`config.mk`:
```
export PLATFORM = sky130hd
export DESIGN_NAME = ccff_chain_loader
export DESIGN_NICKNAME = d
export VERILOG_FILES = /design/src/rtl/ccff_cfg_pkg.sv /design/src/rtl/ccff_word_serializer.sv /design/src/rtl/ccff_chain_loader.sv
export SDC_FILE = /design/constraint.sdc
export NUM_CORES = 1
export LEC_CHECK = 0
export ABC_AREA = 1
export BUFFER_PORTS_ARGS = -buffer_cell sky130_fd_sc_hd__buf_2
export CORE_MARGIN = 2
export CORE_UTILIZATION = 40
export DETAILED_ROUTE_END_ITERATION = 10
export PLACE_DENSITY = 0.66
export SYNTH_ARGS = -nofsm -noshare
export SYNTH_HDL_FRONTEND = slang
export SYNTH_SLANG_ARGS = --single-unit
```
`constraint.sdc`:
```
create_clock -name CK -period 1.4 [get_ports CK]
set_input_delay 0.14 -clock CK [delete_from_list [all_inputs] [get_ports CK]]
set_output_delay 0.14 -clock CK [all_outputs]
set_load 0.02 [all_outputs]
```
`src/rtl/ccff_cfg_pkg.sv`:
```
// Shared types and CRC helper for the CCFF configuration chain loader.
package ccff_cfg_pkg;

  typedef enum logic [2:0] {
    ST_IDLE   = 3'd0,
    ST_LOAD   = 3'd1,
    ST_VERIFY = 3'd2,
    ST_CHECK  = 3'd3,
    ST_ACTIVE = 3'd4,
    ST_FAIL   = 3'd5
  } ccff_ld_state_t;

  localparam logic [15:0] CRC16_POLY = 16'h1021;
  localparam logic [15:0] CRC16_SEED = 16'hFFFF;

  // One bit of CRC-16-CCITT, MSB feedback.
  function automatic logic [15:0] crc16_bit(input logic [15:0] crc, input logic din);
    logic fb;
    fb = crc[15] ^ din;
    return {crc[14:0], 1'b0} ^ (fb ? CRC16_POLY : 16'h0000);
  endfunction

endpackage

```
`src/rtl/ccff_word_serializer.sv`:
```
// One-word buffer that hands host words to the chain LSB-first, dropping the
// bits of the final word that lie beyond the end of the chain.
module ccff_word_serializer
  import ccff_cfg_pkg::*;
#(
  parameter int CHAIN_LEN = 64,
  parameter int WORD_W    = 8
) (
  input  logic              i_clk,
  input  logic              i_rst,
  input  logic              i_clr,
  input  logic              i_en,
  input  logic [WORD_W-1:0] i_data,
  input  logic              i_valid,
  output logic              o_ready,
  output logic              o_bit,
  output logic              o_bit_vld
);

  localparam int N_WORDS   = (CHAIN_LEN + WORD_W - 1) / WORD_W;
  localparam int LAST_BITS = CHAIN_LEN - (N_WORDS - 1) * WORD_W;
  localparam int IDX_W     = (WORD_W > 1) ? $clog2(WORD_W) : 1;
  localparam int WCNT_W    = $clog2(N_WORDS + 1);

  logic [WORD_W-1:0] r_buf;
  logic              r_full;
  logic [IDX_W-1:0]  r_idx;
  logic              r_last_word;
  logic [WCNT_W-1:0] r_wcnt;

  logic [IDX_W-1:0]  w_last_idx;
  logic              w_last_bit;
  logic              w_more;
  logic              w_accept;

  assign w_last_idx = r_last_word ? IDX_W'(LAST_BITS - 1) : IDX_W'(WORD_W - 1);
  assign w_last_bit = r_full && (r_idx == w_last_idx);
  assign w_more     = (r_wcnt < WCNT_W'(N_WORDS));
  // Refill while the last bit is leaving so words stream without a bubble.
  assign o_ready    = i_en && w_more && (!r_full || w_last_bit);
  assign w_accept   = o_ready && i_valid;
  assign o_bit_vld  = i_en && r_full;
  assign o_bit      = r_full ? r_buf[r_idx] : 1'b0;

  always_ff @(posedge i_clk) begin
    if (i_rst || i_clr) begin
      r_buf       <= {WORD_W{1'b0}};
      r_full      <= 1'b0;
      r_idx       <= {IDX_W{1'b0}};
      r_last_word <= 1'b0;
      r_wcnt      <= {WCNT_W{1'b0}};
    end else if (w_accept) begin
      r_buf       <= i_data;
      r_full      <= 1'b1;
      r_idx       <= {IDX_W{1'b0}};
      r_last_word <= (r_wcnt == WCNT_W'(N_WORDS - 1));
      r_wcnt      <= r_wcnt + WCNT_W'(1);
    end else if (w_last_bit) begin
      r_full <= 1'b0;
      r_idx  <= {IDX_W{1'b0}};
    end else if (r_full) begin
      r_idx <= r_idx + IDX_W'(1);
    end else begin
      r_idx <= r_idx;
    end
  end

endmodule

```
`src/rtl/ccff_chain_loader.sv`:
```
// Loads a CCFF configuration chain from a host word stream, optionally
// recirculates it once to CRC-check its contents, then applies the config.
module ccff_chain_loader
  import ccff_cfg_pkg::*;
#(
  parameter int  CHAIN_LEN = 64,
  parameter int  WORD_W    = 8,
  localparam int CNT_W     = $clog2(CHAIN_LEN + 1)
) (
  input  logic              CK,
  input  logic              RST,
  input  logic              START,
  input  logic              VERIFY_EN,
  input  logic [WORD_W-1:0] CFG_DATA,
  input  logic              CFG_VALID,
  output logic              CFG_READY,
  output logic              CHAIN_D,
  output logic              CHAIN_SHIFT_EN,
  input  logic              CHAIN_Q,
  output logic              CFG_EN,
  output logic              BUSY,
  output logic              DONE,
  output logic              ERR
);

  ccff_ld_state_t r_state;
  ccff_ld_state_t w_next;
  logic [CNT_W-1:0] r_cnt;
  logic [15:0]      r_crc_ref;
  logic [15:0]      r_crc_chk;
  logic             r_verify;
  logic             r_cfg_en;
  logic             r_busy;
  logic             r_done;
  logic             r_err;

  logic w_start_ok;
  logic w_last_cnt;
  logic w_ser_bit;
  logic w_ser_vld;
  logic w_ser_ready;

  assign w_start_ok = START && ((r_state == ST_IDLE) || (r_state == ST_ACTIVE) ||
                                (r_state == ST_FAIL));
  assign w_last_cnt = (r_cnt == CNT_W'(CHAIN_LEN - 1));

  ccff_word_serializer #(
    .CHAIN_LEN(CHAIN_LEN),
    .WORD_W   (WORD_W)
  ) u_ser (
    .i_clk    (CK),
    .i_rst    (RST),
    .i_clr    (w_start_ok),
    .i_en     (r_state == ST_LOAD),
    .i_data   (CFG_DATA),
    .i_valid  (CFG_VALID),
    .o_ready  (w_ser_ready),
    .o_bit    (w_ser_bit),
    .o_bit_vld(w_ser_vld)
  );

  assign CFG_READY = w_ser_ready;
  assign CFG_EN    = r_cfg_en;
  assign BUSY      = r_busy;
  assign DONE      = r_done;
  assign ERR       = r_err;

  // Next-state decode.
  always_comb begin
    w_next = r_state;
    case (r_state)
      ST_IDLE, ST_ACTIVE, ST_FAIL: begin
        if (START) w_next = ST_LOAD;
        else       w_next = r_state;
      end
      ST_LOAD: begin
        if (w_ser_vld && w_last_cnt) w_next = r_verify ? ST_VERIFY : ST_ACTIVE;
        else                         w_next = r_state;
      end
      ST_VERIFY: begin
        if (w_last_cnt) w_next = ST_CHECK;
        else            w_next = r_state;
      end
      ST_CHECK: begin
        if (r_crc_ref == r_crc_chk) w_next = ST_ACTIVE;
        else                        w_next = ST_FAIL;
      end
      default: w_next = ST_IDLE;
    endcase
  end

  // Chain head mux; during verify the tail feeds straight back to the head.
  always_comb begin
    CHAIN_D        = 1'b0;
    CHAIN_SHIFT_EN = 1'b0;
    case (r_state)
      ST_LOAD: begin
        CHAIN_D        = w_ser_bit;
        CHAIN_SHIFT_EN = w_ser_vld;
      end
      ST_VERIFY: begin
        CHAIN_D        = CHAIN_Q;
        CHAIN_SHIFT_EN = 1'b1;
      end
      default: begin
        CHAIN_D        = 1'b0;
        CHAIN_SHIFT_EN = 1'b0;
      end
    endcase
  end

  // State, status flags, bit counter and both CRCs.
  always_ff @(posedge CK) begin
    if (RST) begin
      r_state   <= ST_IDLE;
      r_cnt     <= {CNT_W{1'b0}};
      r_crc_ref <= 16'h0000;
      r_crc_chk <= 16'h0000;
      r_verify  <= 1'b0;
      r_cfg_en  <= 1'b0;
      r_busy    <= 1'b0;
      r_done    <= 1'b0;
      r_err     <= 1'b0;
    end else begin
      r_state  <= w_next;
      r_cfg_en <= (w_next == ST_ACTIVE);
      r_busy   <= (w_next == ST_LOAD) || (w_next == ST_VERIFY) || (w_next == ST_CHECK);
      r_done   <= (w_next == ST_ACTIVE) && (r_state != ST_ACTIVE);
      r_err    <= (w_next == ST_FAIL);
      case (r_state)
        ST_IDLE, ST_ACTIVE, ST_FAIL: begin
          if (START) begin
            r_cnt     <= {CNT_W{1'b0}};
            r_crc_ref <= CRC16_SEED;
            r_crc_chk <= CRC16_SEED;
            r_verify  <= VERIFY_EN;
          end
        end
        ST_LOAD: begin
          if (w_ser_vld) begin
            r_crc_ref <= crc16_bit(r_crc_ref, w_ser_bit);
            r_cnt     <= w_last_cnt ? {CNT_W{1'b0}} : r_cnt + CNT_W'(1);
            if (w_last_cnt) r_crc_chk <= CRC16_SEED;
          end
        end
        ST_VERIFY: begin
          r_crc_chk <= crc16_bit(r_crc_chk, CHAIN_Q);
          r_cnt     <= w_last_cnt ? {CNT_W{1'b0}} : r_cnt + CNT_W'(1);
        end
        default: begin
          r_cnt <= r_cnt;
        end
      endcase
    end
  end

endmodule
```
==> flow_summary.toml, run 1 <==
[drt]
antenna_left = 0
route.met2.wl_microns = 4310
vias_per_cell = 5.09
drt_iter0_drc = 140
wl_met1_microns = 3520
routed.top_layer = "met4"
dr.pass1.iters = 4
wl_per_cell_microns = 14.9
drc = 0
drt-total-wl_microns = 8580
dr_wl_met3_microns = 447
num_vias = 2932

[final_layout]
final_nets = 490
areaGrowthSynthToFinish_pct = 53.9
drive_gt1_frac = 0.472
diodes = 0
finish.instance_area_sq_um = 4490

[pwr]
power_leakage_nw = 1.88
pwr-share-seq = 0.435
clock_power_share = 0.339
power_density_nw_per_um2 = 1050
share_comb_of_total_power = 0.225
ir_worst_vdd_uv = 586
swShare = 0.298
p_int_mw = 3.31
power.switching_mw = 1.40

[timing]
fmax_mhz = 602
finalSetupViolCount = 47
drv_slew = 0
hold_ws_ps = 53.3
slew_headroom = 0.803
hold_viol = 0
clock_skew_ps = 8.02
rsz0062_at_grt = "true"
worstMarginPinSlew_ps = 295
period_needed_ps = 1660
timing.final.ws_setup_ps = -262
fin_crit_sh = 1.19

[setup_path]
required_ps = 1670
path_delay_family = "buffers and inverters"
cp.arrival_ps = 1930
cp_num_buf_inv = 3
worstPathMaxFanout = 6
path_class = "register to register"
path_cells = "buf_4 -> ha_4 -> ha_4 -> nor2_4 -> nor3_4 -> buf_6 -> nand2_8 -> buf_6 -> nand2_4 -> a21oi_2"
worst_path_max_delay_cell = "dfxtp_4"
cp-end-kind = "register"
worst_path_largest_cell_delay_ps = 370
start_kind = "register"

[die]
initial_utilization = 0.407
die_area_sq_um = 8000
die_y_microns = 89.4
die_w_microns = 89.4
rows = 31
core-area_sq_um = 7180
ios = 21

[clock_tree]
cts_buffer_depth = 2
insertion_delay_ps = 340
postCtsHoldBufs = 0
cts_tree = "yes"
clockRootBuffer = "clkbuf_8"
h-tree-depth = 3
clk_pin_slew_ps = 70
cts-buffers-inserted = 9
cts_sinks = 63

[placed_design]
finalWeightedCongestion = 0.849
placed_area_sq_um = 3410
hpwl_microns = 4660
io_buffers = 20

[global_route]
grt_pass1_wl_microns = 13000
gr-usage-all-layers = 0.214
antenna_found_initial = 0
grt_pass1_vias = 2857
overflow = 0
grt_max_degree = 23

[outcome]
violations = "negative setup slack"
status = "complete, but fails checks"

[synthesis]
synth_edf_count = 0
synthCells = 385
ys_async_sr_fraction = 0
netlist_area_sq_um = 2920
yosysSeqAreaShare = 0.432
synth_warnings = 0
yosys_most_used_dff = "dfxtp_1"
ys_types = 39
synth.ff_latch_count = 63
avgSynthCellArea_sq_um = 7.58
synth_nets = 403

[hold_path]
hold_path.class = "input port to register"

[run]
cap_violations = 0
Yosys cell counts (3+ instances only):
| cell type | count | share of area |
|---|---|---|
| dfxtp_1 | 63 | 0.43 |
| nand2_1 | 60 | 0.077 |
| inv_1 | 50 | 0.064 |
| nor2_1 | 47 | 0.060 |
| o21ai_0 | 32 | 0.055 |
| a21oi_1 | 29 | 0.050 |
| nand3_1 | 18 | 0.031 |
| xor2_1 | 12 | 0.036 |
| a221oi_1 | 10 | 0.030 |
| inv_2 | 7 | 0.0090 |
| nand2_2 | 6 | 0.013 |
| clkbuf_1 | 4 | 0.0051 |
| ha_1 | 4 | 0.017 |
| nor2_2 | 4 | 0.0086 |
| nor3_1 | 4 | 0.0069 |
| buf_2 | 3 | 0.0051 |
| nand3b_1 | 3 | 0.0077 |
| nand4_1 | 3 | 0.0064 |
| o21ai_1 | 3 | 0.0051 |
worst reg2reg max path: stages (launching register included):
cell and delay [ps]:
dfxtp_4 370, buf_4 140, ha_4 160, ha_4 160
nor2_4 120, nor3_4 60, buf_6 140, nand2_8 110
buf_6 130, nand2_4 70, a21oi_2 140
power by group through the flow:
stage	clock, mW	sequential, mW	combinational (mW)
after floorplan	0	2.04	0.475
after global placement	0	2.06	0.673
after detailed placement	0	2.06	0.688
after CTS	1.63	2.04	0.877
after global routing	1.71	2.06	1.15
final	1.60	2.05	1.06
final timing paths:
path / startpoint / endpoint / slack, ps / cells past startpoint
max: u_ser.r_idx[0] / u_ser.r_idx[2] / -260 / 10
min: CFG_DATA[6] / u_ser.r_buf[6] / 50 / 3
max reg2reg: u_ser.r_idx[0] / u_ser.r_idx[2] / -260 / 10
min reg2reg: r_cnt[6] / r_cnt[6] / 450 / 2
sequential cells by signal, summed over array words and instances (netlist names), 3 cells and up:
register and count:
r_crc_chk 16, u_ser.r_idx 3, r_state 3, r_cnt 7, u_ser.r_buf 8, u_ser.r_wcnt 4
r_crc_ref 16
logic make-up (layout without fill, tap and decap cells):
| group | Yosys count | count (layout) | synth area share |
|---|---|---|---|
| adders and majority gates | 4 | 4 | 0.0171 |
| and+or+nand+nor | 154 | 155 | 0.246 |
| xor gates and xnor gates | 13 | 13 | 0.0390 |
| DFF | 63 | 63 | 0.432 |
| buffers and inverters | 68 | 159 | 0.0956 |
| AOI/OAI and AO/OA | 83 | 83 | 0.171 |
placed cells by master (no fill, tap or decap), types with 10 or more instances in the layout:
master,count
dfxtp_1,50
buf_2,17
a21oi_2,14
clkbuf_8,11
nor2_1,32
o21ai_0,15
a21oi_1,16
buf_6,26
inv_1,46
buf_4,41
nand3_1,10
nor2_2,10
xor2_1,11
nand2_1,47
o21ai_2,10
routing by layer:
metal  vias to the layer above  track usage
li1                       1431            -
met1                      1387        0.258
met2                        84        0.363
met3                        30       0.0582
met4                         0       0.0828
met5                         -            0
timing repair:
item	CTS	global route
hold endpoints to repair	0	0
pin swaps	23	26
setup endpoints to repair	29	62
gates cloned	2	0
setup buffers	17	13
gates resized for setup	89	95
cell type report:
class / instances / area (sq um)
clock buffer: 12 / 155
clock inverter: 4 / 45.0
fill: 576 / 2680
inverter: 58 / 250
multi-input combinational: 255 / 1920
sequential: 63 / 1290
tap: 99 / 124
timing repair buffer: 85 / 706
per-stage QoR:
step                power (mW)  instances   util  setup WS [ps]  TNS (ps)
floorplan                 2.52        385      -          -31.0      -193
global placement          2.73        530  0.475          -51.9      -505
detailed placement        2.75        530  0.475          -99.0     -1390
CTS                       4.55        565  0.570           -264     -2780
global route              4.93        576  0.626           -384     -9740
finish                    4.71        576  0.626           -262     -5350
Note: power is estimated with default switching activity, not from simulation.
==> run 2, diff against run 1 <==
- CTS_BUF_LIST: default -> sky130_fd_sc_hd__clkbuf_2
==> flow_summary.toml, run 2 (same netlist as run 1, synthesis figures left out) <==
[outcome]
status = "complete, but fails checks"
violations = "negative setup slack"

[setup_path]
cp-end-kind = "primary output"
reg2reg_to = "u_ser.r_buf[0]"
worst_path_largest_cell_delay_ps = 410
cp_num_buf_inv = 2
critPathLaunch = "u_ser.r_idx[0]"
start_kind = "register"
cp.arrival_ps = 1740
path_cells = "buf_6 -> nand2_2 -> nand2_1 -> nand3b_1 -> nand3_2 -> o21ai_2 -> buf_6"
required_ps = 1260
cp-endpoint = "CHAIN_D"
crit_path_frequent_cell = "buf_6"
reg2reg_depth = 10
worst_path_max_delay_cell = "dfxtp_4"
r2r_start = "u_ser.r_idx[0]"
r2r_setup_slack_ps = -280
path_delay_family = "flip-flops"
path_class = "register to primary output"
path_depth = 7
worstPathMaxFanout = 5

[pwr]
power_mw = 4.18
power_leakage_nw = 1.91
ir_worst_vdd_uv = 583
power_density_nw_per_um2 = 916

[timing]
fmax_mhz = 531
slew_headroom = 0.774
finalSetupViolCount = 58
clock_skew_ps = 30.2
hold_viol = 0
worstMarginPinSlew_ps = 336
drv_slew = 0
rsz0062_at_grt = "true"
timing.final.ws_setup_ps = -484
fin_crit_sh = 1.35
period_needed_ps = 1880

[final_layout]
drive_gt1_frac = 0.464
top_regs = "r_crc_chk: 16 flops, r_crc_ref: 16 flops, u_ser.r_buf: 8 flops"
post-route-util = 0.635
fill_cells = 552
regArea_sq_um = 1290
final_common_cell = "dfxtp_1"
layout_common_cells = "dfxtp_1 (49), nand2_1 (47), inv_1 (45)"
areaGrowthSynthToFinish_pct = 56.2
final_nets = 502
diodes = 0
multiInputGateArea_sq_um = 1910

[clock_tree]
cts_buffer_depth = 2
h-tree-depth = 3
cts_tree = "yes"
cts-buffers-inserted = 9
clk_pin_slew_ps = 190
insertion_delay_ps = 530
cts_sinks = 63
clockRootBuffer = "clkbuf_2"

[drt]
antenna_left = 0
drt-total-wl_microns = 8930
dr.pass1.iters = 6
drc = 0
drt_iter0_drc = 228
num_vias = 2975
wl_per_cell_microns = 15.2
vias_per_cell = 5.06

[global_route]
grt_pass1_wl_microns = 13100
gr-usage-all-layers = 0.215
antenna_found_initial = 0
grt_max_degree = 23
grt_pass1_vias = 2854
overflow = 0

[die]
initial_utilization = 0.407
ios = 21
rows = 31
die_y_microns = 89.4
core-area_sq_um = 7180
die_area_sq_um = 8000
die_w_microns = 89.4

[placed_design]
finalWeightedCongestion = 0.849
io_buffers = 20
hpwl_microns = 4660

[hold_path]
hold_path.class = "input port to register"
min_from = "CFG_VALID"

[run]
cap_violations = 0
==> run 2: report_power, final <==
part / switching [mW] / internal (mW)
clock: 0.669 / 0.400
sequential: 0.122 / 1.93
combinational: 0.588 / 0.475
==> run 2: what timing repair did <==
action,CTS,global route
pin swaps,35,33
resized for setup,87,98
endpoints found under the setup margin,32,65
endpoints found under the hold margin,15,0
cloned,2,1
setup buffers,24,8
hold buffers,12,0
==> run 2: layout make-up <==
cell class | instances | area share
multi-input combinational | 255 | 0.418
sequential | 63 | 0.284
timing repair buffer | 97 | 0.192
inverter | 58 | 0.0565
tap | 99 | 0.0272
clock inverter | 6 | 0.0115
clock buffer | 10 | 0.0110
==> run 2: worst min-delay path by stage <==
stage / end / slack, ps / cells after the start
final: u_ser.r_buf[1] / 50 / 4
after global routing: u_ser.r_buf[5] / 50 / 4
after global placement: u_ser.r_buf[0] / 400 / 3
after detailed placement: u_ser.r_buf[0] / 390 / 3
after floorplan: u_ser.r_buf[0] / 280 / 2
after CTS: u_ser.r_buf[4] / 30 / 4
==> run 2: worst register-to-register path: stages (launching register included) <==
cell and delay (ps):
dfxtp_4 410, buf_4 140, ha_4 160, ha_4 160, nor2_4 120, nor3_4 60
buf_6 140, nand2_8 110, buf_6 140, nand2_1 50, a21oi_1 130
==> run 2: layer usage <==
metal,vias to the layer above,GRT usage,part of all wire
met2,82,0.356,0.52
met5,-,0,0
met3,17,0.0665,0.052
li1,1453,-,-
met4,0,0.0638,0.020
met1,1423,0.269,0.41
==> run 2: through the flow <==
step           std cells  TNS [ps]  hold WS (ps)  setup WS, ps  instance area [sq um]
5_1_grt              588    -13290          48.5          -604                   4560
4_1_cts              583     -6870          29.5          -487                   4190
6_report             588     -8200          54.8          -484                   4560
3_5_place_dp         530     -1390           394         -99.0                   3410
2_1_floorplan        385      -193           283         -31.0                   2960
3_3_place_gp         530      -505           399         -51.9                   3410
